### config.mk
export PLATFORM = sky130hd
export DESIGN_NAME = debouncer_hyst
export DESIGN_NICKNAME = d
export VERILOG_FILES = /design/src/rtl/debouncer_hyst.sv
export SDC_FILE = /design/constraint.sdc
export NUM_CORES = 1
export LEC_CHECK = 0
export ABC_AREA = 1
export CORE_ASPECT_RATIO = 0.7
export CORE_MARGIN = 4
export CORE_UTILIZATION = 48
export CTS_CLUSTER_DIAMETER = 150
export DETAILED_ROUTE_END_ITERATION = 8
export DONT_BUFFER_PORTS = 1
export PLACE_DENSITY_LB_ADDON = 0.1
export SLEW_MARGIN = 40
export SYNTH_ARGS = -nofsm -noshare
export SYNTH_HDL_FRONTEND = slang
export SYNTH_SLANG_ARGS = --single-unit
### constraint.sdc
create_clock -name clk -period 1.9 [get_ports clk]
set_input_delay 0.38 -clock clk [delete_from_list [all_inputs] [get_ports clk]]
set_output_delay 0.38 -clock clk [all_outputs]
set_load 0.01 [all_outputs]
### src/rtl/debouncer_hyst.sv
`default_nettype none
// +----------------------------------------------------------------------------+
// | Module : debouncer_hyst                                                    |
// | Multi-channel hysteretic debouncer with shared sample tick, rise/fall      |
// | pulses. Optional input synchronizer enabled by macro DEBOUNCER_SYNC_EN.    |
// | Rev    : 1.0                                                               |
// +----------------------------------------------------------------------------+
module debouncer_hyst #(
   parameter int WIDTH          = 1,
   parameter int SAMPLE_CNT_MAX = 62500,
   parameter int PULSE_CNT_MAX  = 200
) (
   input  logic             clk,
   input  logic             rst_n,
   input  logic [WIDTH-1:0] glitchy_signal,
   output logic [WIDTH-1:0] debounced_signal,
   output logic [WIDTH-1:0] rise_pulse,
   output logic [WIDTH-1:0] fall_pulse
);

   localparam int                    c_SAMPLE_W    = $clog2(SAMPLE_CNT_MAX);
   localparam int                    c_INT_W       = $clog2(PULSE_CNT_MAX + 1);
   localparam logic [c_SAMPLE_W-1:0] c_SAMPLE_LAST = c_SAMPLE_W'(SAMPLE_CNT_MAX - 1);
   localparam logic [c_INT_W-1:0]    c_INT_MAX     = c_INT_W'(PULSE_CNT_MAX);

   logic [c_SAMPLE_W-1:0] r_sample_cnt;
   logic                  w_tick;
   logic [WIDTH-1:0]      w_sample;

   assign w_tick = (r_sample_cnt == c_SAMPLE_LAST);

   always_ff @(posedge clk or negedge rst_n) begin
      if (!rst_n) begin
         r_sample_cnt <= '0;
      end else if (w_tick) begin
         r_sample_cnt <= '0;
      end else begin
         r_sample_cnt <= r_sample_cnt + 1'b1;
      end
   end

`ifdef DEBOUNCER_SYNC_EN
   logic [WIDTH-1:0] r_sync_meta;
   logic [WIDTH-1:0] r_sync_out;

   always_ff @(posedge clk or negedge rst_n) begin
      if (!rst_n) begin
         r_sync_meta <= '0;
         r_sync_out  <= '0;
      end else begin
         r_sync_meta <= glitchy_signal;
         r_sync_out  <= r_sync_meta;
      end
   end

   assign w_sample = r_sync_out;
`else
   assign w_sample = glitchy_signal;
`endif

   generate
      for (genvar gi = 0; gi < WIDTH; gi++) begin : g_ch
         logic [c_INT_W-1:0] r_cnt;
         logic [c_INT_W-1:0] w_cnt_next;
         logic               r_deb;
         logic               r_rise;
         logic               r_fall;

         // Saturating up/down integrator; the ends never wrap.
         always_comb begin
            w_cnt_next = r_cnt;
            if (w_sample[gi] && (r_cnt != c_INT_MAX)) begin
               w_cnt_next = r_cnt + 1'b1;
            end else if (!w_sample[gi] && (r_cnt != '0)) begin
               w_cnt_next = r_cnt - 1'b1;
            end
         end

         // Output only moves at the extremes, giving the hysteresis band.
         always_ff @(posedge clk or negedge rst_n) begin
            if (!rst_n) begin
               r_cnt  <= '0;
               r_deb  <= 1'b0;
               r_rise <= 1'b0;
               r_fall <= 1'b0;
            end else begin
               r_rise <= 1'b0;
               r_fall <= 1'b0;
               if (w_tick) begin
                  r_cnt <= w_cnt_next;
                  if (w_cnt_next == c_INT_MAX) begin
                     r_deb  <= 1'b1;
                     r_rise <= !r_deb;
                  end else if (w_cnt_next == '0) begin
                     r_deb  <= 1'b0;
                     r_fall <= r_deb;
                  end
               end
            end
         end

         assign debounced_signal[gi] = r_deb;
         assign rise_pulse[gi]       = r_rise;
         assign fall_pulse[gi]       = r_fall;
      end
   endgenerate

endmodule
`default_nettype wire

Word level (Yosys, flattened, before mapping)
Cells that the tools add are included.
{"block": "classes", "magnitude_cmp": 0, "mux": 10, "div": 0, "n_reduce_logical": 8, "n_shift": 0, "add_sub_neg": 3, "n_mul": 0, "eq_ne": 3, "bitwise": 0}
{"op": "16-bit by 1-bit adder with 16-bit output, second input constant", "count": 1}
{"op": "16-bit equality test, second input constant", "count": 1}
{"op": "16-bit two-way mux", "count": 1}
{"op": "8-bit two-way mux", "count": 2}
{"op": "8-bit by 1-bit adder with 8-bit output, second input constant", "count": 1}
{"op": "8-bit equality test, second input constant", "count": 1}
{"op": "8-bit zero test", "count": 1}
{"op": "8-bit != test, second input constant", "count": 1}
{"op": "8-bit nonzero test", "count": 1}
{"op": "8-bit by 1-bit subtractor with 8-bit output, second input constant", "count": 1}
{"op": "1-bit two-way mux", "count": 7}
{"op": "1-bit logical AND", "count": 2}
{"op": "1-bit zero test", "count": 2}
{"op": "2-bit AND reduction", "count": 1}
{"op": "2-bit nonzero test", "count": 1}
{"block": "totals", "word_cells": 29, "memories": 0, "romBits": 0, "out_inout_bits": 3, "register_bits": 27, "latchBits": 0, "mem_bits_rw": 0}

Depth between registers and ports, before layout
{"block": "logic_depth", "word_depth": 8, "mapped_depth": 16}

Worst setup path after synthesis
OpenSTA, ideal clock, no wires.
{"block": "synth_path", "path_type": "reg-to-reg", "from": "reg g_ch[0].r_cnt[0]", "to": "reg g_ch[0].r_deb (netlist: debounced_signal)", "stages_incl_launch_ff": 16, "arrival_ps": 1633, "path_slack_ps": 149, "n_path_buf": 0, "path_cell_list": "dfrtp_1 inv_1 ha_1 inv_1 nor2_2 nand2_2 nand2_4 inv_4 nand2_2 nand3_1 nand2_1 nand2_1 nor2_1 nand3_1 nand2_1 nand2_1"}
{"block": "synth_between", "elab_chain_len": 7}
{"element": "start: declaration", "line_no": "63", "rtl": "logic [c_INT_W-1:0] r_cnt;"}
{"element": "start signal: assignment", "line_no": "90", "rtl": "r_cnt <= w_cnt_next;"}
{"element": "branches (longest 3 deep; another with 8-bit by 1-bit subtractor with 8-bit output)"}
{"element": "8-bit two-way mux *", "line_no": "72", "rtl": "if (w_sample[gi] && (r_cnt != c_INT_MAX)) begin"}
{"element": "8-bit equality test or 8-bit zero test (tied branches)", "line_no": "91, 94"}
{"element": "2-bit nonzero test (no source line)"}
{"element": "2-bit AND reduction (no source line)"}
{"element": "end signal: assignment", "line_no": "83", "rtl": "r_deb <= 1'b0;"}
{"element": "end signal: assignment", "line_no": "92", "rtl": "r_deb <= 1'b1;"}
{"element": "end signal: assignment", "line_no": "95", "rtl": "r_deb <= 1'b0;"}
{"element": "end: declaration", "line_no": "65", "rtl": "logic r_deb;"}
Mark *: on every way between the ends.
A chain may end at the register's enable or synchronous reset.

Worst setup path in the final report
{"block": "layout_path", "from": "reg g_ch[0].r_cnt[1]", "to": "reg g_ch[0].r_rise (netlist: rise_pulse)"}
{"block": "layout_between", "elab_chain_len": 7}
{"element": "branches (longest 3 deep; another with 8-bit by 1-bit subtractor with 8-bit output)"}
{"element": "8-bit two-way mux *", "line_no": "72"}
{"element": "8-bit equality test *", "line_no": "91", "rtl": "if (w_cnt_next == c_INT_MAX) begin"}
{"element": "1-bit two-way mux *", "line_no": "91"}
{"element": "1-bit two-way mux *", "line_no": "89", "rtl": "if (w_tick) begin"}
{"element": "end signal: assignment", "line_no": "93", "rtl": "r_rise <= !r_deb;"}
{"element": "end: declaration", "line_no": "66", "rtl": "logic r_rise;"}
Marks and branches as above.

==> impl_metrics.prom <==
# TYPE chip_impl_metric gauge
chip_impl_metric{name="count_of_cells_along_the_worst_register_to_register_path",unit=""} 12
chip_impl_metric{name="clk_pin_slew_worst_paths",unit="ns"} 0.09
chip_impl_metric{name="clock.fmax",unit="MHz"} 557
chip_impl_info{name="synthTopCellsByArea",value="sky130_fd_sc_hd__dfrtp_1 39%, sky130_fd_sc_hd__nand2_1 13%, sky130_fd_sc_hd__inv_1 7.1%"} 1
chip_impl_metric{name="timing.final.crit_period",unit="ns"} 1.80
chip_impl_metric{name="critical_path_peak_fanout",unit=""} 5
chip_impl_info{name="hold_path_class",value="in2reg"} 1
chip_impl_metric{name="regToRegSetupSlack",unit="ns"} 0.10
chip_impl_metric{name="detail_route.wirelength",unit="µm"} 3780
chip_impl_metric{name="initial_utilization",unit=""} 0.497
chip_impl_info{name="cell_mode_on_critical_path",value="sky130_fd_sc_hd__nand2_1"} 1
chip_impl_info{name="run_status",value="completed"} 1
chip_impl_metric{name="p_per_area",unit="nW/µm²"} 463
chip_impl_metric{name="synth-edff-count",unit=""} 0
chip_impl_metric{name="routed_wire_length_per_instance",unit="µm"} 12.2
chip_impl_metric{name="antenna_found_initial",unit=""} 0
chip_impl_info{name="min-delay-start",value="glitchy_signal"} 1
chip_impl_metric{name="die_w",unit="µm"} 80.1
chip_impl_metric{name="port_buffers",unit=""} 0
chip_impl_metric{name="htree_num_levels",unit=""} 1
chip_impl_metric{name="first_global_vias",unit=""} 1382
chip_impl_metric{name="drive_above_1_share",unit=""} 0.288
chip_impl_info{name="worstReg2RegEnd",value="rise_pulse"} 1
chip_impl_metric{name="slew-limit-headroom",unit=""} 0.744
chip_impl_metric{name="yosysSeqAreaShare",unit=""} 0.387
chip_impl_metric{name="grt_max_degree",unit=""} 28
chip_impl_info{name="worstReg2RegStart",value="g_ch[0].r_cnt[1]"} 1
chip_impl_metric{name="die_y_extent",unit="µm"} 58.5
chip_impl_metric{name="worst-path-buf-inv",unit=""} 1
chip_impl_metric{name="worst_pin_slew",unit="ns"} 0.380
chip_impl_metric{name="initialDrtViolationCount",unit=""} 96
chip_impl_metric{name="synthDistinctLibCells",unit=""} 29
chip_impl_metric{name="max-clock-path-buffers",unit=""} 2
chip_impl_metric{name="place_hpwl",unit="µm"} 2790
chip_impl_metric{name="groute.usage.overall",unit=""} 0.177
chip_impl_info{name="cp_slowest_cell",value="sky130_fd_sc_hd__dfrtp_1"} 1
chip_impl_metric{name="async_reset_ff_frac",unit=""} 1.00
chip_impl_metric{name="mappedNetlistArea",unit="µm²"} 1750
chip_impl_metric{name="synth.avg_cell_area",unit="µm²"} 7.24
chip_impl_metric{name="finalCritPeriodShare",unit=""} 0.946
chip_impl_metric{name="critical_path_depth",unit=""} 12
chip_impl_info{name="tritoncts",value="built"} 1
chip_impl_metric{name="slew_viol_final",unit=""} 0
chip_impl_metric{name="crit_path_max_incr_delay",unit="ns"} 0.41
chip_impl_metric{name="numCtsBuffers",unit=""} 3
chip_impl_metric{name="detailedPlace.worstSlack",unit="ns"} 0.0676
chip_impl_metric{name="boundaryPins",unit=""} 6
chip_impl_info{name="master_cell_of_the_clock_root_buffer",value="sky130_fd_sc_hd__clkbuf_8"} 1
chip_impl_metric{name="min_delay_path_depth",unit=""} 4
chip_impl_metric{name="placed_area",unit="µm²"} 1840
chip_impl_metric{name="n_antenna_cell",unit=""} 0
chip_impl_info{name="timing.setup.critical_path_class",value="reg2reg"} 1
chip_impl_info{name="worst_hold_path.endpoint",value="g_ch[0].r_cnt[2]"} 1
chip_impl_metric{name="synth_seq_cells",unit=""} 27
chip_impl_metric{name="synth_cells",unit=""} 241
chip_impl_metric{name="required",unit="ns"} 2.10
chip_impl_metric{name="core",unit="µm²"} 3510
chip_impl_metric{name="drt-vias-per-instance",unit=""} 5.03
chip_impl_info{name="worstPathCellList",value="inv_2 -> ha_4 -> nand2_2 -> o21ai_4 -> nand2_1 -> nand2_1 -> nand2_1 -> nand2_2 -> nand2_1 -> nor2_2 -> nand4_1 -> nor2_1"} 1
chip_impl_metric{name="clk_latency",unit="ns"} 0.27
chip_impl_info{name="startpoint_type",value="register"} 1
chip_impl_metric{name="clock_sink_count",unit=""} 27
chip_impl_metric{name="worst_clock_skew",unit="ns"} 0.00511
chip_impl_metric{name="synth_nets",unit=""} 247
chip_impl_metric{name="synth_top_area_frac",unit=""} 0.387
chip_impl_info{name="critical_path.top_delay_family",value="simple AND/OR/NAND/NOR gates"} 1
chip_impl_metric{name="gp_congestion",unit=""} 0.904
chip_impl_metric{name="irDropWorstVdd",unit="mV"} 0.279
chip_impl_metric{name="die_footprint",unit="µm²"} 4680
chip_impl_metric{name="route.detailed.drc",unit=""} 0
chip_impl_metric{name="layout_overhead_on_the_synthesized_area",unit="%"} 19.4
chip_impl_metric{name="yosysWarningCount",unit=""} 0
chip_impl_metric{name="dr_pass1_iterations",unit=""} 4
chip_impl_metric{name="rows",unit=""} 18
chip_impl_metric{name="grt_first_pass_wirelength",unit="µm"} 6560
chip_impl_metric{name="cp.arrival",unit="ns"} 2.00
chip_impl_info{name="setup_repair_after_global_routing_missed_its_margin",value="yes"} 1
chip_impl_metric{name="globalRoute.totalOverflow",unit=""} 0
chip_impl_info{name="yosysTopAreaCell",value="sky130_fd_sc_hd__dfrtp_1"} 1
chip_impl_metric{name="max_cap_viol_count",unit=""} 0
chip_impl_metric{name="finalInstanceArea",unit="µm²"} 2080
chip_impl_metric{name="total_number_of_vias",unit=""} 1560
chip_impl_metric{name="timing_hold_violations_final",unit=""} 0
chip_impl_metric{name="final-setup-viol-count",unit=""} 0
chip_impl_metric{name="static-leakage-power",unit="nW"} 1.06
chip_impl_metric{name="route.antenna.remaining_nets",unit=""} 0
chip_impl_info{name="ys_dominant_reg_cell",value="sky130_fd_sc_hd__dfrtp_1"} 1
chip_impl_metric{name="nets",unit=""} 267
chip_impl_info{name="crit_end_element",value="register"} 1
chip_impl_metric{name="post-route-worst-setup-slack",unit="ns"} 0.103
## logic make-up (layout without fill, tap and decap cells)
| family | count (synthesis) | in the layout | synth area share |
|---|---|---|---|
| AO/OA/AOI/OAI | 26 | 26 | 0.0875 |
| AND/OR/NAND/NOR | 133 | 133 | 0.355 |
| flip-flops | 27 | 27 | 0.387 |
| buffers and inverters | 41 | 60 | 0.0939 |
| XOR/XNOR | 11 | 11 | 0.0552 |
| adder cells (fa/ha/maj) | 3 | 3 | 0.0215 |
## synth_stat cells, types with 3 or more instances
| master | number |
|---|---|
| sky130_fd_sc_hd__nor2_2 | 7 |
| sky130_fd_sc_hd__nor2_1 | 29 |
| sky130_fd_sc_hd__ha_1 | 3 |
| sky130_fd_sc_hd__inv_1 | 33 |
| sky130_fd_sc_hd__xor2_1 | 11 |
| sky130_fd_sc_hd__nand4_1 | 7 |
| sky130_fd_sc_hd__nand2_1 | 61 |
| sky130_fd_sc_hd__nand3_1 | 16 |
| sky130_fd_sc_hd__dfrtp_1 | 27 |
| sky130_fd_sc_hd__o21ai_0 | 13 |
| sky130_fd_sc_hd__a21oi_1 | 6 |
| sky130_fd_sc_hd__o21ai_1 | 3 |
| sky130_fd_sc_hd__nand2_2 | 5 |
| sky130_fd_sc_hd__inv_2 | 5 |
## registers in the layout, indices dropped and copies added (netlist names)
| register | flops |
|---|---|
| g_ch.r_cnt | 8 |
| r_sample_cnt | 16 |
| debounced_signal | 1 |
| rise_pulse | 1 |
| fall_pulse | 1 |
## per-stage QoR
step	TNS, ns	utilization	cells	hold WS [ns]	total power [mW]
6_report	0	0.593	310	0.392	0.964
3_3_place_gp	0	0.523	295	0.0851	0.625
3_5_place_dp	0	0.523	295	0.0850	0.624
5_1_grt	-0.164	0.593	310	0.445	1.01
2_1_floorplan	0	-	241	0.0844	0.617
4_1_cts	0	0.545	301	0.385	0.966
## how the worst max path moves through the flow
| stage | startpoint | slack, ns | to |
|---|---|---|---|
| after global routing | r_sample_cnt[1] | -0.07 | r_sample_cnt[14] |
| after floorplan | g_ch[0].r_cnt[0] | 0.15 | debounced_signal |
| after CTS | g_ch[0].r_cnt[0] | 0.04 | debounced_signal |
| after detailed placement | g_ch[0].r_cnt[0] | 0.07 | debounced_signal |
| final | g_ch[0].r_cnt[1] | 0.10 | rise_pulse |
| after global placement | g_ch[0].r_cnt[1] | 0.05 | debounced_signal |
## metal layers
layer,up-vias,global-route usage,wire (µm)
met1,724,0.298,2120
met5,-,0,0
li1,802,-,-
met4,0,0.0289,18
met2,32,0.230,1470
met3,2,0.0352,171
## report_power, final
part	total, mW	internal, mW	switching, mW
Clock	0.320	0.150	0.170
Combinational	0.0698	0.0250	0.0448
Sequential	0.574	0.574	0
## worst reg2reg max path, stage by stage (launching register included)
cell,delay (ns)
sky130_fd_sc_hd__dfrtp_1,0.41
sky130_fd_sc_hd__inv_2,0.09
sky130_fd_sc_hd__ha_4,0.15
sky130_fd_sc_hd__nand2_2,0.10
sky130_fd_sc_hd__o21ai_4,0.22
sky130_fd_sc_hd__nand2_1,0.08
sky130_fd_sc_hd__nand2_1,0.08
sky130_fd_sc_hd__nand2_1,0.06
sky130_fd_sc_hd__nand2_2,0.09
sky130_fd_sc_hd__nand2_1,0.07
sky130_fd_sc_hd__nor2_2,0.13
sky130_fd_sc_hd__nand4_1,0.12
sky130_fd_sc_hd__nor2_1,0.11
## cells in the final DEF, fill, tap and decap left out
master                           n
sky130_fd_sc_hd__ha_4            2
sky130_fd_sc_hd__nand2_4         1
sky130_fd_sc_hd__ha_2            1
sky130_fd_sc_hd__o211a_1         1
sky130_fd_sc_hd__o21a_1          1
sky130_fd_sc_hd__nand3b_1        1
sky130_fd_sc_hd__xor2_1         11
sky130_fd_sc_hd__nor3_2          1
sky130_fd_sc_hd__clkbuf_1        1
sky130_fd_sc_hd__buf_12          1
sky130_fd_sc_hd__nor2_8          1
sky130_fd_sc_hd__dfrtp_1        23
sky130_fd_sc_hd__a21oi_1         5
sky130_fd_sc_hd__dfrtp_2         4
sky130_fd_sc_hd__nor2_2         13
sky130_fd_sc_hd__o21ai_1         3
sky130_fd_sc_hd__inv_2           8
sky130_fd_sc_hd__o21ai_4         2
sky130_fd_sc_hd__nand4_2         1
sky130_fd_sc_hd__clkbuf_8        3
sky130_fd_sc_hd__nand2_2        16
sky130_fd_sc_hd__buf_6           1
sky130_fd_sc_hd__nand4_1         7
sky130_fd_sc_hd__nand2_1        50
sky130_fd_sc_hd__inv_1          29
sky130_fd_sc_hd__a21oi_2         1
sky130_fd_sc_hd__dlygate4sd3_1   1
sky130_fd_sc_hd__nor2_1         23
sky130_fd_sc_hd__o21ai_0        13
sky130_fd_sc_hd__nor3_1          1
sky130_fd_sc_hd__nor4_1          1
sky130_fd_sc_hd__nand3_1        14
sky130_fd_sc_hd__nand3_2         3
sky130_fd_sc_hd__buf_4          14
sky130_fd_sc_hd__inv_4           2
## final cells by class
cell class | instances | area [µm²]
Timing Repair Buffer | 17 | 146
Inverter | 39 | 151
Tap cell | 50 | 62.6
Sequential cell | 27 | 681
Clock buffer | 4 | 45.0
Multi-Input combinational cell | 173 | 997
Fill cell | 335 | 1430
## what timing repair did
item,CTS,global route
gates resized for setup,0,36
endpoints found under the hold margin,27,0
setup buffers,0,9
endpoints found under the setup margin,0,5
hold buffers,2,0
Note: power is estimated with default switching activity, not from simulation.
